--- config.mk ---
export PLATFORM = sky130hd
export DESIGN_NAME = sign_mag_serial_sub
export DESIGN_NICKNAME = d
export VERILOG_FILES = /design/src/rtl/sign_mag_pkg.sv /design/src/rtl/sm_bit_cell.sv /design/src/rtl/sign_mag_serial_sub.sv
export SDC_FILE = /design/constraint.sdc
export NUM_CORES = 1
export LEC_CHECK = 0
export CAP_MARGIN = 20
export CORE_ASPECT_RATIO = 0.9
export CORE_MARGIN = 2
export CORE_UTILIZATION = 45
export CTS_CLUSTER_DIAMETER = 50
export DETAILED_ROUTE_END_ITERATION = 12
export DONT_BUFFER_PORTS = 1
export MAX_ROUTING_LAYER = met4
export PLACE_DENSITY = 0.69
export SYNTH_ARGS = -nofsm -noshare
export SYNTH_HDL_FRONTEND = slang
export SYNTH_HIERARCHICAL = 1
export SYNTH_SLANG_ARGS = --single-unit
--- constraint.sdc ---
create_clock -name clk -period 1.9 [get_ports clk]
set_input_delay 0.38 -clock clk [delete_from_list [all_inputs] [get_ports clk]]
set_output_delay 0.38 -clock clk [all_outputs]
set_load 0.05 [all_outputs]
--- src/rtl/sign_mag_pkg.sv ---
// Shared types and helpers for the bit-serial sign-magnitude subtractor.
package sign_mag_pkg;

  typedef enum logic [1:0] {IDLE, CMP, ADD, DONE} state_t;

  localparam int unsigned DEFAULT_N = 4;

  function automatic int unsigned clog2(input int unsigned v);
    int unsigned r;
    int unsigned x;
    r = 0;
    x = 1;
    while (x < v) begin
      x = x << 1;
      r++;
    end
    return r;
  endfunction

  function automatic int unsigned sign_bit(input int unsigned n);
    return n - 1;
  endfunction

endpackage

--- src/rtl/sm_bit_cell.sv ---
// One-bit full adder / subtractor; cout is carry when sub=0, borrow when sub=1.
module sm_bit_cell (
  input  logic x,
  input  logic y,
  input  logic cin,
  input  logic sub,
  output logic s,
  output logic cout
);

  always_comb begin
    s    = x ^ y ^ cin;
    cout = sub ? ((~x & y) | (~x & cin) | (y & cin))
               : ((x & y) | (x & cin) | (y & cin));
  end

endmodule

--- src/rtl/sign_mag_serial_sub.sv ---
// Bit-serial sign-magnitude subtractor: diff = a - b, one magnitude bit per clock.
// Optional NEG_ZERO_NORM_EN forces a zero magnitude result to carry a positive sign.
module sign_mag_serial_sub
  import sign_mag_pkg::*;
#(
  parameter int unsigned N = DEFAULT_N
) (
  input  logic         clk,
  input  logic         reset,
  input  logic         in_valid,
  output logic         in_ready,
  input  logic [N-1:0] a,
  input  logic [N-1:0] b,
  output logic         out_valid,
  input  logic         out_ready,
  output logic [N-1:0] diff,
  output logic         overflow
);

  localparam int unsigned M        = N - 1;
  localparam int unsigned SIGN_BIT = sign_bit(N);
  localparam int unsigned IW       = (clog2(M) > 0) ? clog2(M) : 1;
  localparam logic [IW-1:0] LAST_IDX = IW'(M - 1);

  state_t        state_q;
  logic [M-1:0]  mag_a_q, mag_b_q, mag_res_q;
  logic          sign_a_q, eff_sign_b_q;
  logic          a_ge_b_q, decided_q, carry_q;
  logic [IW-1:0] idx_q;

  logic          same_sign, op_x, op_y, bit_s, bit_cout, sign_next;
  logic [M-1:0]  mag_next;

  // Subtract case always takes max - min so the final borrow is zero.
  always_comb begin
    same_sign = (sign_a_q == eff_sign_b_q);
    op_x      = (same_sign || a_ge_b_q) ? mag_a_q[idx_q] : mag_b_q[idx_q];
    op_y      = (same_sign || a_ge_b_q) ? mag_b_q[idx_q] : mag_a_q[idx_q];
    mag_next  = (mag_res_q >> 1) | (M'(bit_s) << (M - 1));
    sign_next = a_ge_b_q ? sign_a_q : eff_sign_b_q;
`ifdef NEG_ZERO_NORM_EN
    if (mag_next == '0) sign_next = 1'b0;
`endif
  end

  sm_bit_cell u_cell (
    .x    (op_x),
    .y    (op_y),
    .cin  (carry_q),
    .sub  (~same_sign),
    .s    (bit_s),
    .cout (bit_cout)
  );

  always_ff @(posedge clk or posedge reset) begin
    if (reset) begin
      state_q      <= IDLE;
      in_ready     <= 1'b1;
      out_valid    <= 1'b0;
      diff         <= '0;
      overflow     <= 1'b0;
      mag_a_q      <= '0;
      mag_b_q      <= '0;
      mag_res_q    <= '0;
      sign_a_q     <= 1'b0;
      eff_sign_b_q <= 1'b0;
      a_ge_b_q     <= 1'b0;
      decided_q    <= 1'b0;
      carry_q      <= 1'b0;
      idx_q        <= '0;
    end else begin
      unique case (state_q)
        IDLE: begin
          if (in_valid && in_ready) begin
            mag_a_q      <= a[M-1:0];
            mag_b_q      <= b[M-1:0];
            sign_a_q     <= a[SIGN_BIT];
            eff_sign_b_q <= ~b[SIGN_BIT];
            a_ge_b_q     <= 1'b1;
            decided_q    <= 1'b0;
            mag_res_q    <= '0;
            idx_q        <= LAST_IDX;
            in_ready     <= 1'b0;
            state_q      <= CMP;
          end
        end
        CMP: begin
          if (!decided_q && (mag_a_q[idx_q] != mag_b_q[idx_q])) begin
            a_ge_b_q  <= mag_a_q[idx_q];
            decided_q <= 1'b1;
          end
          if (idx_q == '0) begin
            carry_q <= 1'b0;
            state_q <= ADD;
          end else begin
            idx_q <= idx_q - 1'b1;
          end
        end
        ADD: begin
          mag_res_q <= mag_next;
          carry_q   <= bit_cout;
          if (idx_q == LAST_IDX) begin
            diff      <= {sign_next, mag_next};
            overflow  <= same_sign & bit_cout;
            out_valid <= 1'b1;
            state_q   <= DONE;
          end else begin
            idx_q <= idx_q + 1'b1;
          end
        end
        DONE: begin
          if (out_ready) begin
            out_valid <= 1'b0;
            in_ready  <= 1'b1;
            state_q   <= IDLE;
          end
        end
        default: state_q <= IDLE;
      endcase
    end
  end

endmodule

=== After elaboration in Yosys (flattened, before gate mapping) ===
Cells that the tools add are included.

* Register bits after elaboration: 25
* Bits of input ports: 12
* Output and inout port bits: 7

* $add $sub $neg: 2
* $lt $le $gt $ge: 1
* Equality and inequality tests: 13
* Muxes and demuxes: 32
* Bitwise operators: 15
* Reduce and logical (&&, ||, !) cells: 21

{| class="wikitable"
|+ Operators by type and width
! cell !! number
|-
| 2-to-1 mux 1 bit || 14
|-
| 2-to-1 mux 2 bit || 7
|-
| inequality test 2 bit, second input constant || 7
|-
| case mux 1 bit (2 select lines) || 5
|-
| nonzero test 2 bit || 5
|-
| AND reduction 3 bit || 3
|-
| case mux 2 bit (4 select lines) || 1
|-
| AND reduction 2 bit || 4
|-
| AND reduction 4 bit || 2
|-
| AND 1 bit || 6
|-
| equality test 2 bit, second input constant || 3
|-
| case mux 2 bit (3 select lines) || 1
|-
| case mux 3 bit (2 select lines) || 1
|-
| binary-select mux 1 bit (select 2 bit) || 2
|-
| zero test 2 bit || 2
|-
| bitwise OR 1 bit || 4
|-
| < comparator 2 x 3 -> 1 bit, second input constant || 1
|-
| 2-to-1 mux 3 bit || 1
|-
| bitwise OR 2 x 3 -> 3 bit || 1
|-
| nonzero test 3 bit || 1
|-
| adder 2 x 1 -> 2 bit, second input constant || 1
|-
| equality test 2 x 1 -> 1 bit, second input constant || 1
|-
| logical AND 1 bit || 2
|-
| inverter 1 bit || 2
|-
| other kinds (6) || 7
|}

=== Longest topological paths before layout ===
* Depth in word-level cells: 9
* Mapped depth: 10
* Depth with buffers taken out: 10

=== Cells and area by module ===
The synthesis kept the hierarchy.

{| class="wikitable"
|+ Modules (own cells, without submodules)
! module !! instances !! cells an instance !! area each (um^2) !! seq. area each (um^2)
|-
| sign_mag_serial_sub || 1 || 122 || 1335.0 || 601.8
|-
| sm_bit_cell || 1 || 9 || 77.6 || 0.0
|}

=== Worst setup path before layout ===
OpenSTA, ideal clock, no wires.

* Kind: register to register
* Start: reg idx_q[1]
* End: reg carry_q
* Arrival: 1.880 ns
* Data required time: 1.778 ns
* Setup slack: -0.101 ns
* Stages on the path, launching flop included: 10
* Buffers on the path: 1
* Cells stage by stage: dfrtp_1 buf_6 mux2i_1 o21a_4 a21oi_1 inv_1 ha_1 and4bb_1 a211oi_1 a32o_1

* Longest elaborated chain between the ends: 9
* Elaborated cells on any way between the ends: 21

{| class="wikitable"
|+ Ends and longest elaborated chain
! item !! line !! RTL
|-
| start: declaration || sign_mag_serial_sub.sv:29 || <nowiki>logic [IW-1:0] idx_q;</nowiki>
|-
| start signal: assignment || sign_mag_serial_sub.sv:96 || <nowiki>idx_q <= idx_q - 1'b1;</nowiki>
|-
| start signal: assignment || sign_mag_serial_sub.sv:108 || <nowiki>idx_q <= idx_q + 1'b1;</nowiki>
|-
| binary-select mux 1 bit (select 2 bit) || sign_mag_serial_sub.sv:37 || <nowiki>op_x = (same_sign || a_ge_b_q) ? mag_a_q[idx_q] : mag_b_q[idx_q];</nowiki>
|-
| 2-to-1 mux 1 bit (not written as such) || sign_mag_serial_sub.sv:37 ||
|-
| 2-to-1 mux 1 bit * || sign_mag_serial_sub.sv:37 ||
|-
| named net op_x || sign_mag_serial_sub.sv:31 || <nowiki>logic same_sign, op_x, op_y, bit_s, bit_cout, sign_next;</nowiki>
|-
| inverter 1 bit || sm_bit_cell.sv:13 || <nowiki>cout = sub ? ((~x & y) | (~x & cin) | (y & cin))</nowiki>
|-
| AND 1 bit || sm_bit_cell.sv:13 ||
|-
| bitwise OR 1 bit (2 in a row) || sm_bit_cell.sv:13 ||
|-
| 2-to-1 mux 1 bit * || sm_bit_cell.sv:13 ||
|-
| named net bit_cout || sign_mag_serial_sub.sv:31 ||
|-
| case mux 1 bit (2 select lines) * || sign_mag_serial_sub.sv:72 || <nowiki>unique case (state_q)</nowiki>
|-
| end signal: assignment || sign_mag_serial_sub.sv:101 || <nowiki>carry_q <= bit_cout;</nowiki>
|-
| end: declaration || sign_mag_serial_sub.sv:28 || <nowiki>logic a_ge_b_q, decided_q, carry_q;</nowiki>
|}

Mark *: on every way through the listed nets, which the timed path passes. The rest lies on a longest branch. The select of a mux whose other input is x is not followed.
A chain may end at the register's enable or synchronous reset.

=== Final worst setup path ===
* Start: reg idx_q[1]
* End: reg carry_q

* Elaborated cells on any way between the ends: 21

{| class="wikitable"
|+ RTL lines
! item !! line !! RTL
|-
| binary-select mux 1 bit (select 2 bit) || sign_mag_serial_sub.sv:38 || <nowiki>op_y = (same_sign || a_ge_b_q) ? mag_b_q[idx_q] : mag_a_q[idx_q];</nowiki>
|-
| 2-to-1 mux 1 bit (not written as such) || sign_mag_serial_sub.sv:38 ||
|-
| 2-to-1 mux 1 bit * || sign_mag_serial_sub.sv:38 ||
|-
| named net op_y || sign_mag_serial_sub.sv:31 ||
|-
| AND 1 bit, on equally long branches || sm_bit_cell.sv:13, sm_bit_cell.sv:14 ||
|-
| bitwise OR 1 bit, on equally long branches (2 in a row) || sm_bit_cell.sv:13, sm_bit_cell.sv:14 ||
|-
| 2-to-1 mux 1 bit * || sm_bit_cell.sv:13 ||
|-
| named net bit_cout || sign_mag_serial_sub.sv:31 ||
|-
| case mux 1 bit (2 select lines) * || sign_mag_serial_sub.sv:72 ||
|}

Marks and branches as above.

==> impl_metrics.tcl <==
set metrics [dict create \
    place.detailed.instances 181 \
    gp_congestion 0.7421 \
    die_y_um 57.15 \
    timing.critical_path.required_ns 2.13 \
    max_freq_ghz 0.5088 \
    tritoncts_num_sinks 24 \
    grt_pass1_vias 1011 \
    worst_setup_path_type "reg2reg" \
    io_buffers 0 \
    finalWirelength_mm 2.714 \
    static-leakage-power_uw 0.0007589 \
    clock_tree.root_cell "sky130_fd_sc_hd__clkbuf_4" \
    ys.warnings.count 6 \
    tightest_slew_ns 0.4760 \
    number_of_synthesized_register_bits 24 \
    detailedPlacementHpwl_mm 2.093 \
    timing.rr.end "carry_q" \
    timing.max_slew.rel_slack_pct 68.27 \
    gr-usage-all-layers_pct 16.53 \
    crit_slowest_cell "sky130_fd_sc_hd__dfrtp_1" \
    cap_violations 0 \
    clock_tree_from_tritoncts "built" \
    die_area_sq_mm 0.003604 \
    min-delay-start "b[3]" \
    hold_path_end "eff_sign_b_q" \
    crit_path_max_incr_delay_ns 0.45 \
    worst_setup_hold_path_clk_slew_ns 0.14 \
    cp_top_family "compound AO/OA/AOI/OAI gates" \
    post_synth_edffs 0 \
    ys_types 34 \
    post_synth_fa_ha_maj_area_fraction_pct 7.086 \
    rows 19 \
    route.vias.total 1032 \
    ff2ff_path_depth 7 \
    max-clock-path-buffers 2 \
    final.setup_skew_ns 0.01964 \
    grt_antenna_before_repair 0 \
    dp_slack_ns -0.1170 \
    unrepaired_setup_endpoints_after_global_routing "true" \
    final_number_of_setup_violating_endpoints 2 \
    cts_buffers 3 \
    core_area_sq_mm 0.003019 \
    post_layout_nonfiller_instances 188 \
    avgRoutedWirePerCell_um 14.44 \
    route.detailed.drc 0 \
    ir_drop_v 0.001082 \
    beginning_of_the_worst_register_to_register_path "idx_q[1]" \
    initialDrtViolationCount 32 \
    critical_path.max_fanout 4 \
    synth_flop_cell "sky130_fd_sc_hd__dfrtp_1" \
    failed_checks "negative setup slack" \
    grt_first_pass_wirelength_mm 4.574 \
    most-common-layout-cells "sky130_fd_sc_hd__dfrtp_1, sky130_fd_sc_hd__buf_4, sky130_fd_sc_hd__o21ai_0, sky130_fd_sc_hd__mux2_2" \
    status "finished, violations left" \
    start_util_pct 46.79 \
    power_per_cell_area_mw_per_mm2 2094 \
    worstSetupStartpointType "flip-flop" \
    period_minus_slack_ns 1.965 \
    main_combinational_cell_family_by_area_after_synthesis "compound AO/OA/AOI/OAI gates" \
    mappedNetlistArea_sq_mm 0.001413 \
    post-layout-total-power_uw 3440 \
    synth-simple-area-share_pct 10.10 \
    synth_seq_area_share_pct 42.60 \
    synth_xor_xnor_area_share_pct 2.480 \
    final_net_count 167 \
    mostFrequentLayoutCell "sky130_fd_sc_hd__dfrtp_1" \
    post_synth_mux_area_share_pct 14.35 \
    synthToLayoutAreaGrowth_pct 16.30 \
    cp.buffers_inverters 0 \
    timing.hold.worst.class "in2reg" \
    htree_levels 1 \
    die-width_um 63.06 \
    clk-insertion-delay-late_ns 0.32 \
    crit_path_end_kind "flip-flop" \
    syn_area_per_cell_sq_um 10.78 \
    antenna_cells_inserted 0 \
    synthArstFlopShare_pct 100.0 \
    layout_setup_ws_ns -0.06530 \
    detail_route.first_pass.iterations 4 \
    r2r_slack_ns -0.07 \
    post_drt_via_cell_ratio 5.489 \
    synth_area_in_compound_gates_pct 17.89 \
    syn-num-nets 151 \
    post_route_cells_drive_above_1_share_pct 31.51 \
    timing.critical_path.arrival_ns 2.19 \
    overflow 0 \
    netlist_instances 131 \
    hold_depth 1 \
    min_period_over_period_pct 103.4 \
    finalHoldViolations 0 \
    finalMaxSlewViolations 0 \
    grt_max_degree 21 \
    num_io_pins 19 \
    timing.critical_path.cells "mux2i_2 -> o22ai_4 -> o31a_1 -> ha_2 -> nor4_4 -> a211oi_2 -> a32o_1" \
    drt.antenna.violating_nets 0 \
]
==> worst max path at each step <==
stage                        start  endpoint  slack, ns  depth (start not counted)
final                     idx_q[1]   carry_q      -0.07                          7
after global routing      idx_q[1]   carry_q      -0.15                          7
after CTS                 idx_q[1]   carry_q      -0.05                          7
after detailed placement  idx_q[1]   carry_q      -0.12                          7
after global placement    idx_q[1]   carry_q      -0.02                          7
after floorplan           idx_q[1]   diff[2]      -0.08                          8
==> what timing repair did <==
action | CTS | global route
setup endpoints to repair | 3 | 5
resized for setup | 3 | 3
pin swaps | 1 | 3
hold buffers | 1 | 0
setup buffers | 1 | 1
endpoints found under the hold margin | 4 | 0
==> through the flow <==
step / cell area (sq um) / util, % / hold slack [ns] / TNS (ns)
floorplan: 1433 / - / 0.3939 / -0.2603
global placement: 1539 / 50.97 / 0.1706 / -0.01874
detailed placement: 1539 / 50.97 / 0.1747 / -0.1695
CTS: 1622 / 53.71 / 0.1579 / -0.06421
global route: 1643 / 54.41 / 0.1616 / -0.3365
finish: 1643 / 54.41 / 0.1688 / -0.07219
==> state kept, by name, summed over array words and instances, names as in the netlist <==
register / flops
diff: 4
mag_a_q: 3
mag_b_q: 3
idx_q: 2
mag_res_q: 2
state_q: 2
a_ge_b_q: 1
carry_q: 1
decided_q: 1
eff_sign_b_q: 1
in_ready: 1
out_valid: 1
overflow: 1
sign_a_q: 1
==> power by group <==
part	internal, uW	switching [uW]
Sequential	733	364
Clock	213	150
Combinational	1040	945
==> cell usage after synthesis, types with 4 or more instances <==
cell / number / share of area [%]
sky130_fd_sc_hd__dfrtp_1: 23 / 41
sky130_fd_sc_hd__o21ai_0: 11 / 3.9
sky130_fd_sc_hd__a21oi_1: 10 / 3.5
sky130_fd_sc_hd__mux2_2: 10 / 8.0
sky130_fd_sc_hd__inv_1: 9 / 2.4
sky130_fd_sc_hd__ha_1: 8 / 7.1
sky130_fd_sc_hd__nand2_1: 8 / 2.1
sky130_fd_sc_hd__nor2_1: 7 / 1.9
sky130_fd_sc_hd__mux2i_1: 6 / 4.3
sky130_fd_sc_hd__nand3_1: 4 / 1.4
sky130_fd_sc_hd__xnor2_1: 4 / 2.5
==> routing by layer <==
layer	vias to the layer above	routed length, um	share of wire, %	global-route usage (%)
met3	2	118	4.3	4.536
met5	-	0	0	-
met2	25	1357	50	27.66
met4	0	12	0.44	4.127
met1	510	1226	45	19.95
li1	495	-	-	-
==> kinds of logic (layout without fill, tap and decap cells) <==
kind of cell	Yosys count	after routing
AO/OA/AOI/OAI	36	36
XOR/XNOR	4	4
adder cells (fa/ha/maj)	8	8
buffers and inverters	14	29
flip-flops	24	24
multiplexers	18	18
AND/OR/NAND/NOR	27	27
==> worst register-to-register path, cell delays in order, from the launching register on <==
cell                       delay, ns
sky130_fd_sc_hd__dfrtp_1        0.45
sky130_fd_sc_hd__mux2i_2        0.29
sky130_fd_sc_hd__o22ai_4        0.10
sky130_fd_sc_hd__o31a_1         0.28
sky130_fd_sc_hd__ha_2           0.22
sky130_fd_sc_hd__nor4_4         0.24
sky130_fd_sc_hd__a211oi_2       0.08
sky130_fd_sc_hd__a32o_1         0.23
==> cell type report <==
type / instances / area, sq um
fillers: 280 / 1376
flip-flops and latches: 24 / 601.8
multi-input cells: 93 / 779.5
clock buffers: 3 / 22.52
well taps: 42 / 52.55
inverters: 9 / 33.78
repair buffers: 16 / 122.6
clock inverters: 1 / 30.03
(Power assumes the default switching activity.)
